<file path="src/rtl/fetch_prefetch_buffer.sv">
// rtl/fetch_prefetch_buffer.sv - in-order instruction prefetch buffer with req/gnt/rvalid memory port
module fetch_prefetch_buffer #(
    parameter logic [31:0] RESET_ADDR = 32'h0000_0000,
    parameter int          DEPTH      = 4
) (
    input  logic        i_clk,
    input  logic        i_rst_n,
    output logic        o_imem_req,
    output logic [31:0] o_imem_addr,
    input  logic        i_imem_gnt,
    input  logic        i_imem_rvalid,
    input  logic [31:0] i_imem_rdata,
    output logic        o_inst_valid,
    output logic [31:0] o_inst,
    output logic [31:0] o_inst_pc,
    input  logic        i_inst_ready,
    input  logic        i_redirect,
    input  logic [31:0] i_redirect_pc
);
    localparam int AW = $clog2(DEPTH);
    localparam int CW = AW + 1;

    logic [31:0]   r_fetch_pc;
    logic [31:0]   r_resp_pc;
    logic [CW-1:0] r_count;
    logic [CW-1:0] r_out;
    logic [CW-1:0] r_drop;
    logic [AW-1:0] r_rd_ptr;
    logic [AW-1:0] r_wr_ptr;
    logic          r_run;
    logic [31:0]   r_inst_mem [DEPTH];
    logic [31:0]   r_pc_mem   [DEPTH];

    logic [CW:0]   w_used;
    logic          w_credit;
    logic          w_accept;
    logic          w_pop;
    logic          w_push;
    logic          w_stale;
    logic [CW-1:0] w_out_next;
    logic [31:0]   w_redirect_pc;

    // Buffered entries plus in-flight requests never exceed DEPTH, so a push always has room.
    assign w_used        = {1'b0, r_count} + {1'b0, r_out};
    assign w_credit      = w_used < (CW + 1)'(DEPTH);
    assign o_imem_req    = i_rst_n & r_run & ~i_redirect & w_credit;
    assign o_imem_addr   = r_fetch_pc;
    assign o_inst_valid  = i_rst_n & (r_count != '0);
    assign o_inst        = r_inst_mem[r_rd_ptr];
    assign o_inst_pc     = r_pc_mem[r_rd_ptr];

    assign w_accept      = o_imem_req & i_imem_gnt;
    assign w_pop         = o_inst_valid & i_inst_ready & ~i_redirect;
    assign w_stale       = r_drop != '0;
    assign w_push        = i_rst_n & i_imem_rvalid & ~i_redirect & ~w_stale;
    assign w_redirect_pc = {i_redirect_pc[31:2], 2'b00};

    always_comb begin
        w_out_next = r_out;
        if (w_accept && !i_imem_rvalid) begin
            w_out_next = r_out + CW'(1);
        end else if (!w_accept && i_imem_rvalid) begin
            w_out_next = r_out - CW'(1);
        end
    end

    always_ff @(posedge i_clk) begin
        if (w_push) begin
            r_inst_mem[r_wr_ptr] <= i_imem_rdata;
            r_pc_mem[r_wr_ptr]   <= r_resp_pc;
        end
    end

    always_ff @(posedge i_clk) begin
        if (!i_rst_n) begin
            r_fetch_pc <= RESET_ADDR;
            r_resp_pc  <= RESET_ADDR;
            r_count    <= '0;
            r_out      <= '0;
            r_drop     <= '0;
            r_rd_ptr   <= '0;
            r_wr_ptr   <= '0;
            r_run      <= 1'b0;
        end else begin
            r_run <= 1'b1;
            r_out <= w_out_next;
            if (i_redirect) begin
                // Everything still in flight belongs to the old path and must be dropped.
                r_drop     <= w_out_next;
                r_fetch_pc <= w_redirect_pc;
                r_resp_pc  <= w_redirect_pc;
                r_count    <= '0;
                r_rd_ptr   <= '0;
                r_wr_ptr   <= '0;
            end else begin
                if (w_accept) begin
                    r_fetch_pc <= r_fetch_pc + 32'd4;
                end
                if (i_imem_rvalid && w_stale) begin
                    r_drop <= r_drop - CW'(1);
                end
                if (w_push) begin
                    r_wr_ptr  <= r_wr_ptr + AW'(1);
                    r_resp_pc <= r_resp_pc + 32'd4;
                end
                if (w_pop) begin
                    r_rd_ptr <= r_rd_ptr + AW'(1);
                end
                if (w_push && !w_pop) begin
                    r_count <= r_count + CW'(1);
                end else if (!w_push && w_pop) begin
                    r_count <= r_count - CW'(1);
                end
            end
        end
    end
endmodule

</file>
<file path="config.mk">
export PLATFORM = sky130hd
export DESIGN_NAME = fetch_prefetch_buffer
export DESIGN_NICKNAME = d
export VERILOG_FILES = /design/src/rtl/fetch_prefetch_buffer.sv
export SDC_FILE = /design/constraint.sdc
export NUM_CORES = 1
export LEC_CHECK = 0
export CORE_MARGIN = 4
export CORE_UTILIZATION = 59
export DETAILED_ROUTE_END_ITERATION = 8
export PLACE_DENSITY = 0.84
export SLEW_MARGIN = 20
export SYNTH_ARGS = -nofsm -noshare
export SYNTH_HDL_FRONTEND = slang
export SYNTH_SLANG_ARGS = --single-unit
</file>
<file path="constraint.sdc">
create_clock -name i_clk -period 10.6 [get_ports i_clk]
set_input_delay 2.12 -clock i_clk [delete_from_list [all_inputs] [get_ports i_clk]]
set_output_delay 2.12 -clock i_clk [all_outputs]
set_load 0.01 [all_outputs]
</file>
==> results of run 1 <==
sequential cells by signal, indices dropped and copies added, names as in the netlist, named ones only:
name	cells
r_rd_ptr	2
o_imem_addr	30
r_run	1
r_count	3
r_resp_pc	30
r_out	3
r_inst_mem	128
r_pc_mem	120
r_wr_ptr	2
r_drop	3
where the power goes:
| part | switching (uW) | internal (uW) | total (uW) |
|---|---|---|---|
| Sequential | 34.5 | 1400 | 1430 |
| Combinational | 85.8 | 88.9 | 175 |
| Clock | 442 | 674 | 1120 |
| Total | 563 | 2160 | 2730 |
worst max-delay path: cells and delay by family:
kind                   cells  cell delay, ns
buffers and inverters      3            1.28
and+or+nand+nor            2            0.90
worst max-delay path by stage:
| stage | from | endpoint | slack, ns | cells after the start |
|---|---|---|---|---|
| floorplan | i_imem_rvalid | r_inst_mem[0][0] | 5.81 | 4 |
| global placement | i_rst_n | o_imem_req | 4.25 | 5 |
| detailed placement | i_rst_n | o_imem_req | 4.23 | 5 |
| CTS | i_rst_n | o_imem_req | 4.21 | 5 |
| global route | i_rst_n | o_imem_req | 4.10 | 5 |
| finish | i_rst_n | o_imem_req | 4.18 | 5 |
routing by layer:
layer  vias up  global-route usage
met1      3841               0.323
met4         0              0.0504
li1       3587                   -
met2       373               0.343
met5         -                   0
met3        38              0.0377
stage by stage:
| step | area [um^2] | worst slack [ns] |
|---|---|---|
| final | 16000 | 4.18 |
| after global routing | 16000 | 4.10 |
| after CTS | 16000 | 4.21 |
| after detailed placement | 15000 | 4.23 |
| after global placement | 15000 | 4.25 |
| after floorplan | 13100 | 5.81 |
placed cells by master, fill, tap and decap left out, types with 23 or more instances in the layout:
master / count
a21oi_1: 43
clkbuf_16: 31
clkdlybuf4s50_1: 161
dfxtp_1: 74
edfxtp_1: 248
mux4_2: 62
nand2_1: 52
nand3_1: 25
nor2_1: 28
o21ai_0: 43
xor2_1: 23
cell families (layout without fill, tap and decap cells):
kind of cell    count (synthesis)  count (layout)  share of synthesized area
buf+inv                        62             249                     0.0207
mux                            72              72                      0.115
flops                         324             324                      0.685
compound gates                121             121                     0.0533
other cells                     1               4                   0.000286
simple gates                  200             200                     0.0833
fa+ha+maj                      14              14                     0.0140
xor+xnor                       43              43                     0.0288
area by class of cell:
type / instances / area [um^2]
multi-input combinational: 454 / 3880
inverter: 18 / 67.6
tap: 280 / 350
timing repair buffer: 173 / 1700
fill: 1328 / 5790
sequential: 324 / 8970
clock buffer: 49 / 933
clock inverter: 9 / 126
synth_stat cells (all sizes together) (2+ instances only):
cell type	number
buf	18
dfxtp	76
and2	10
a211oi	5
nand2	52
and3	15
o311ai	4
edfxtp	248
ha	13
or4	2
o211ai	3
clkbuf	26
nand2b	2
or3	8
o21ai	43
nand4	19
nand4b	2
mux4	62
o31a	2
a22oi	2
a31oi	12
xnor2	20
mux2i	5
nor4	10
nand3	25
nor2	28
mux2	5
a21oi	43
and4	9
inv	18
nor3	13
xor2	23
==> impl_metrics.csv, run 1 <==
group,metric,value,unit
status,status,"complete, no violations",
critical_path,crit_path_cell_trace,"clkdlybuf4s50_1 > buf_4 > nor2b_1 > and3_1 > clkdlybuf4s50_1",
die,ios,168,
detailed_routing,vias_per_cell,6.00,
die,die_h,157,um
detailed_routing,dr_wl_met3,2.40,mm
pwr,p_total,2730,uW
clock_tree,cts_root_buf,"clkbuf_16",
yosys,synth.top_cell.area_share,0.569,
cells_and_area,nets,1086,
detailed_routing,drt_iter0_drc,530,
global_route,grt-ovfl-total,0,
min_path,holdPathStages,2,
critical_path,start_kind,"input pin",
critical_path,path_max_fanout,28,
clock_tree,clkTransAtPathRegs,0.06,ns
yosys,synth_area_leader_cell,"edfxtp_1",
sta,rsz0062_at_grt,"no",
critical_path,crit_path_top_delay_cell,"nor2b_1",
clock_tree,post_cts_buffers,0,
detailed_routing,top_layer,"met4",
cells_and_area,insertedDiodeCount,0,
sta,drv_slew,0,
sta,post-route-period-util,0.606,
yosys,synth-seq-cells,324,
sta,relSlewSlack,0.376,
clock_tree,cts_buffers,31,
clock_tree,cts_tree,"done",
placed_design,io_buffers,161,
critical_path,slowest_delay,0.61,ns
die,start_util,0.600,
placed_design,gp_congestion,0.895,
clock_tree,clock-sinks,324,
sta,fin_skew,0.0154,ns
critical_path,r2r_end,"r_inst_mem[0][13]",
cells_and_area,layout-drive-gt1-share,0.140,
placed_design,placed_cells,1249,
clock_tree,clockBufferDepth,3,
min_path,hold_start,"r_wr_ptr[1]",
critical_path,critical_path_class,"input pin to output pin",
critical_path,required,8.48,ns
yosys,syn_inst,837,
detailed_routing,drc,0,
die,die_x,157,um
yosys,syn_avg_cell_area,15.6,um^2
critical_path,end_kind,"output pin",
sta,max_freq,156,MHz
global_route,grt_pass1_wl,42.3,mm
detailed_routing,wl_per_cell,20.8,um
flow_run,maxCapViolCount,0,
yosys,syn_area,13100,um^2
min_path,hold_class,"register to register",
pwr,p_leak,0.00520,uW
global_route,grt.total_usage,0.217,
critical_path,path_common_cell,"clkdlybuf4s50_1",
clock_tree,cts_hold_buffers,0,
cells_and_area,syn2layout_area_growth,22.4,%
detailed_routing,wl,27.2,mm
clock_tree,h-tree-depth,1,
clock_tree,cts_resized,0,
pwr,vdd_ir_drop_max,103,uV
critical_path,timing.rr.start,"r_drop[0]",
sta,hold_violations,0,
sta,hold_slack,0.497,ns
critical_path,cp.arrival,4.30,ns
global_route,grt_pass1_vias,7817,
yosys,ys_seq_area_frac,0.685,
sta,fin_setup_tns,0,ns
sta,worst_slew_pin_slew,0.936,ns
critical_path,rr_worst_depth,5,
detailed_routing,dr_wl_met2,12.8,mm
die,die_area,24600,um^2
critical_path,r2r_setup_slack,8.08,ns
global_route,antenna_found_initial,0,
die,rows,54,
yosys,synth_ff_type,"edfxtp_1",
cells_and_area,stdcell_count,1307,
global_route,grt_max_degree,63,
yosys,synth_edf_count,248,
pwr,p_per_area,170,nW/um^2
yosys,synth.top_cells.by_area,"edfxtp_1, dfxtp_1, mux4_2, a21oi_1, o21ai_0",
sta,setup_violations,0,
min_path,whs_endpoint,"r_wr_ptr[1]",
die,design.core.area,21800,um^2
yosys,async_flop_share,0,
detailed_routing,drtAntennaViolNets,0,
detailed_routing,vias,7839,
detailed_routing,wl_met1,11.5,mm
detailed_routing,drtPass1Iterations,5,
cells_and_area,utilization,0.734,
clock_tree,clkLatencyLatePin,0.55,ns
yosys,yosys_warnings,0,
yosys,synth_cell_types,55,
placed_design,hpwl,16.6,mm
sta,fin_crit,6.42,ns
Note: power is estimated with default switching activity, not from simulation.
==> run 2: changes to the inputs <==
--- a/config.mk
+++ b/config.mk
@@ -6,9 +6,9 @@
 export NUM_CORES = 1
 export LEC_CHECK = 0
 export CORE_MARGIN = 4
-export CORE_UTILIZATION = 59
+export CORE_UTILIZATION = 50
 export DETAILED_ROUTE_END_ITERATION = 8
-export PLACE_DENSITY = 0.84
+export PLACE_DENSITY = 0.76
 export SLEW_MARGIN = 20
 export SYNTH_ARGS = -nofsm -noshare
 export SYNTH_HDL_FRONTEND = slang
==> constraint.sdc (replaced) <==
create_clock -name i_clk -period 5.6 [get_ports i_clk]
set_input_delay 1.12 -clock i_clk [delete_from_list [all_inputs] [get_ports i_clk]]
set_output_delay 1.12 -clock i_clk [all_outputs]
set_load 0.01 [all_outputs]
==> run 2 against run 1 <==
  * Sequential cell count unchanged
  * Clock power increased by 110%
  * Register-to-register slack lost 5.1 ns
  * Count of clock-buffer cells in the layout shrank 2
  * Cell area rose by 1.7%
  * Non-clock buffer count rose by 2
  * Routed wire length up 3.1%
  * Worst setup slack worse by 2.7 ns
  * Total power grew 100%
  * First-iteration DRC count is 19% higher
  * Final cell count up 4.3%
  * Hold slack better by 0.024 ns
  * Largest power group unchanged
==> impl_metrics.csv, run 2 (synthesized netlist as in run 1, its figures left out) <==
group,metric,value,unit
min_path,hold_class,"register to register",
clock_tree,h-tree-depth,2,
detailed_routing,wl,28.0,mm
flow_run,maxCapViolCount,0,
pwr,p_per_area,334,nW/um^2
clock_tree,clock-sinks,324,
min_path,hold_start,"r_resp_pc[31]",
cells_and_area,largest_reg_flops,128,
clock_tree,clockBufferDepth,3,
critical_path,path_common_cell,"clkdlybuf4s50_1",
min_path,whs_endpoint,"r_pc_mem[2][31]",
die,die_x,170,um
global_route,grt_pass1_wl,43.9,mm
cells_and_area,finalInstanceArea,16300,um^2
global_route,grt_pass1_vias,8021,
clock_tree,cts_tree,"done",
sta,fin_crit,4.13,ns
clock_tree,cts_root_buf,"clkbuf_16",
placed_design,place_area,15100,um^2
die,ios,168,
detailed_routing,drtPass1Iterations,5,
die,die_area,28800,um^2
cells_and_area,syn2layout_area_growth,24.4,%
detailed_routing,vias_per_cell,5.79,
sta,max_freq,242,MHz
die,start_util,0.514,
die,die_h,170,um
die,design.core.area,25500,um^2
sta,fin_setup_tns,0,ns
cells_and_area,insertedDiodeCount,0,
critical_path,timing.rr.start,"r_drop[0]",
cells_and_area,layout-drive-gt1-share,0.142,
critical_path,crit_path_top_delay_cell,"nor2b_1",
placed_design,gp_congestion,0.869,
sta,rsz0062_at_grt,"no",
critical_path,path_max_fanout,10,
clock_tree,clkLatencyLatePin,0.50,ns
sta,drv_slew,0,
global_route,grt_max_degree,61,
critical_path,cp.arrival,3.01,ns
cells_and_area,utilization,0.640,
critical_path,crit_path_cell_trace,"clkdlybuf4s50_1 > nor2b_1 > and3_1 > clkdlybuf4s50_1",
detailed_routing,drc,0,
sta,setup_violations,0,
pwr,vdd_ir_drop_max,262,uV
global_route,grt.total_usage,0.192,
critical_path,end_kind,"output pin",
critical_path,slowest_delay,0.61,ns
critical_path,r2r_end,"r_pc_mem[0][20]",
detailed_routing,vias,7888,
cells_and_area,largest-register,"r_inst_mem",
critical_path,required,4.48,ns
min_path,holdPathStages,0,
placed_design,place_ws,1.43,ns
pwr,p_leak,0.00528,uW
detailed_routing,drt_iter0_drc,629,
sta,final.setup.worst_slack,1.47,ns
clock_tree,clkTransAtPathRegs,0.06,ns
sta,relSlewSlack,0.247,
global_route,grt-ovfl-total,0,
sta,fin_skew,0.0147,ns
cells_and_area,fill_cells,1780,
global_route,antenna_found_initial,0,
clock_tree,cts_buffers,35,
cells_and_area,final_cell_mix,"edfxtp_1, clkdlybuf4s50_1, dfxtp_1",
critical_path,critical_path_class,"input pin to output pin",
critical_path,r2r_setup_slack,3.01,ns
cells_and_area,final_common_cell,"edfxtp_1",
status,status,"complete, no violations",
clock_tree,cts_resized,0,
sta,hold_violations,0,
critical_path,rr_worst_depth,5,
detailed_routing,wl_per_cell,20.6,um
pwr,p_total,5440,uW
die,rows,58,
clock_tree,post_cts_buffers,0,
sta,post-route-period-util,0.737,
cells_and_area,nets,1092,
cells_and_area,top_regs,"r_inst_mem: 128 flops, r_pc_mem: 120 flops",
placed_design,hpwl,17.6,mm
critical_path,start_kind,"input pin",
placed_design,io_buffers,161,
clock_tree,cts_hold_buffers,0,
sta,worst_slew_pin_slew,1.12,ns
detailed_routing,drtAntennaViolNets,0,
run 2: changes by cell type in the layout (fill, tap and decap cells not counted), moves of 2 or more:
cell | before | now
buf_12 | 0 | 4
buf_4 | 12 | 10
bufinv_16 | 3 | 6
clkbuf_16 | 31 | 37
clkbuf_8 | 9 | 1
clkinv_1 | 1 | 3
clkinvlp_4 | 0 | 2
run 2: per-stage QoR:
stage / std cells / hold slack [ns]
floorplan: 840 / 0.469
global placement: 1301 / 0.489
detailed placement: 1301 / 0.496
CTS: 1363 / 0.524
global route: 1363 / 0.545
finish: 1363 / 0.521
run 2: metal layers:
metal  share of wire  GRT usage
met5               0          0
met4           0.016     0.0445
met3           0.087     0.0402
met2            0.46      0.307
met1            0.43      0.275
run 2: worst max-delay path by stage:
stage,start,cells after the start,end
final,i_redirect,4,o_imem_req
after detailed placement,i_redirect,4,o_imem_req
after global placement,i_redirect,4,o_imem_req
after global routing,i_rst_n,4,o_imem_req
after floorplan,i_imem_rvalid,4,r_inst_mem[1][0]
after CTS,i_redirect,4,o_imem_req
run 2: final cells by class:
type                            instances  area (um^2)  area share
Clock buffer                           47          973      0.0597
Clock inverter                         15          230      0.0141
Inverter                               18         67.6     0.00415
Multi-Input combinational cell        454         3870       0.238
Sequential cell                       324         8970       0.551
Tap cell                              330          413      0.0253
Timing Repair Buffer                  175         1770       0.108
run 2: critical path: cells and delay by family:
family / cells / cell delay [ns]
buf+inv: 2 / 1.01
simple gates: 2 / 0.87
run 2: report_power, final:
group          internal [uW]  switching, uW  leakage, uW
logic                    171            163      0.00181
clock network           1500            891     0.000579
registers               2650           66.4      0.00288
total                   4320           1120      0.00528
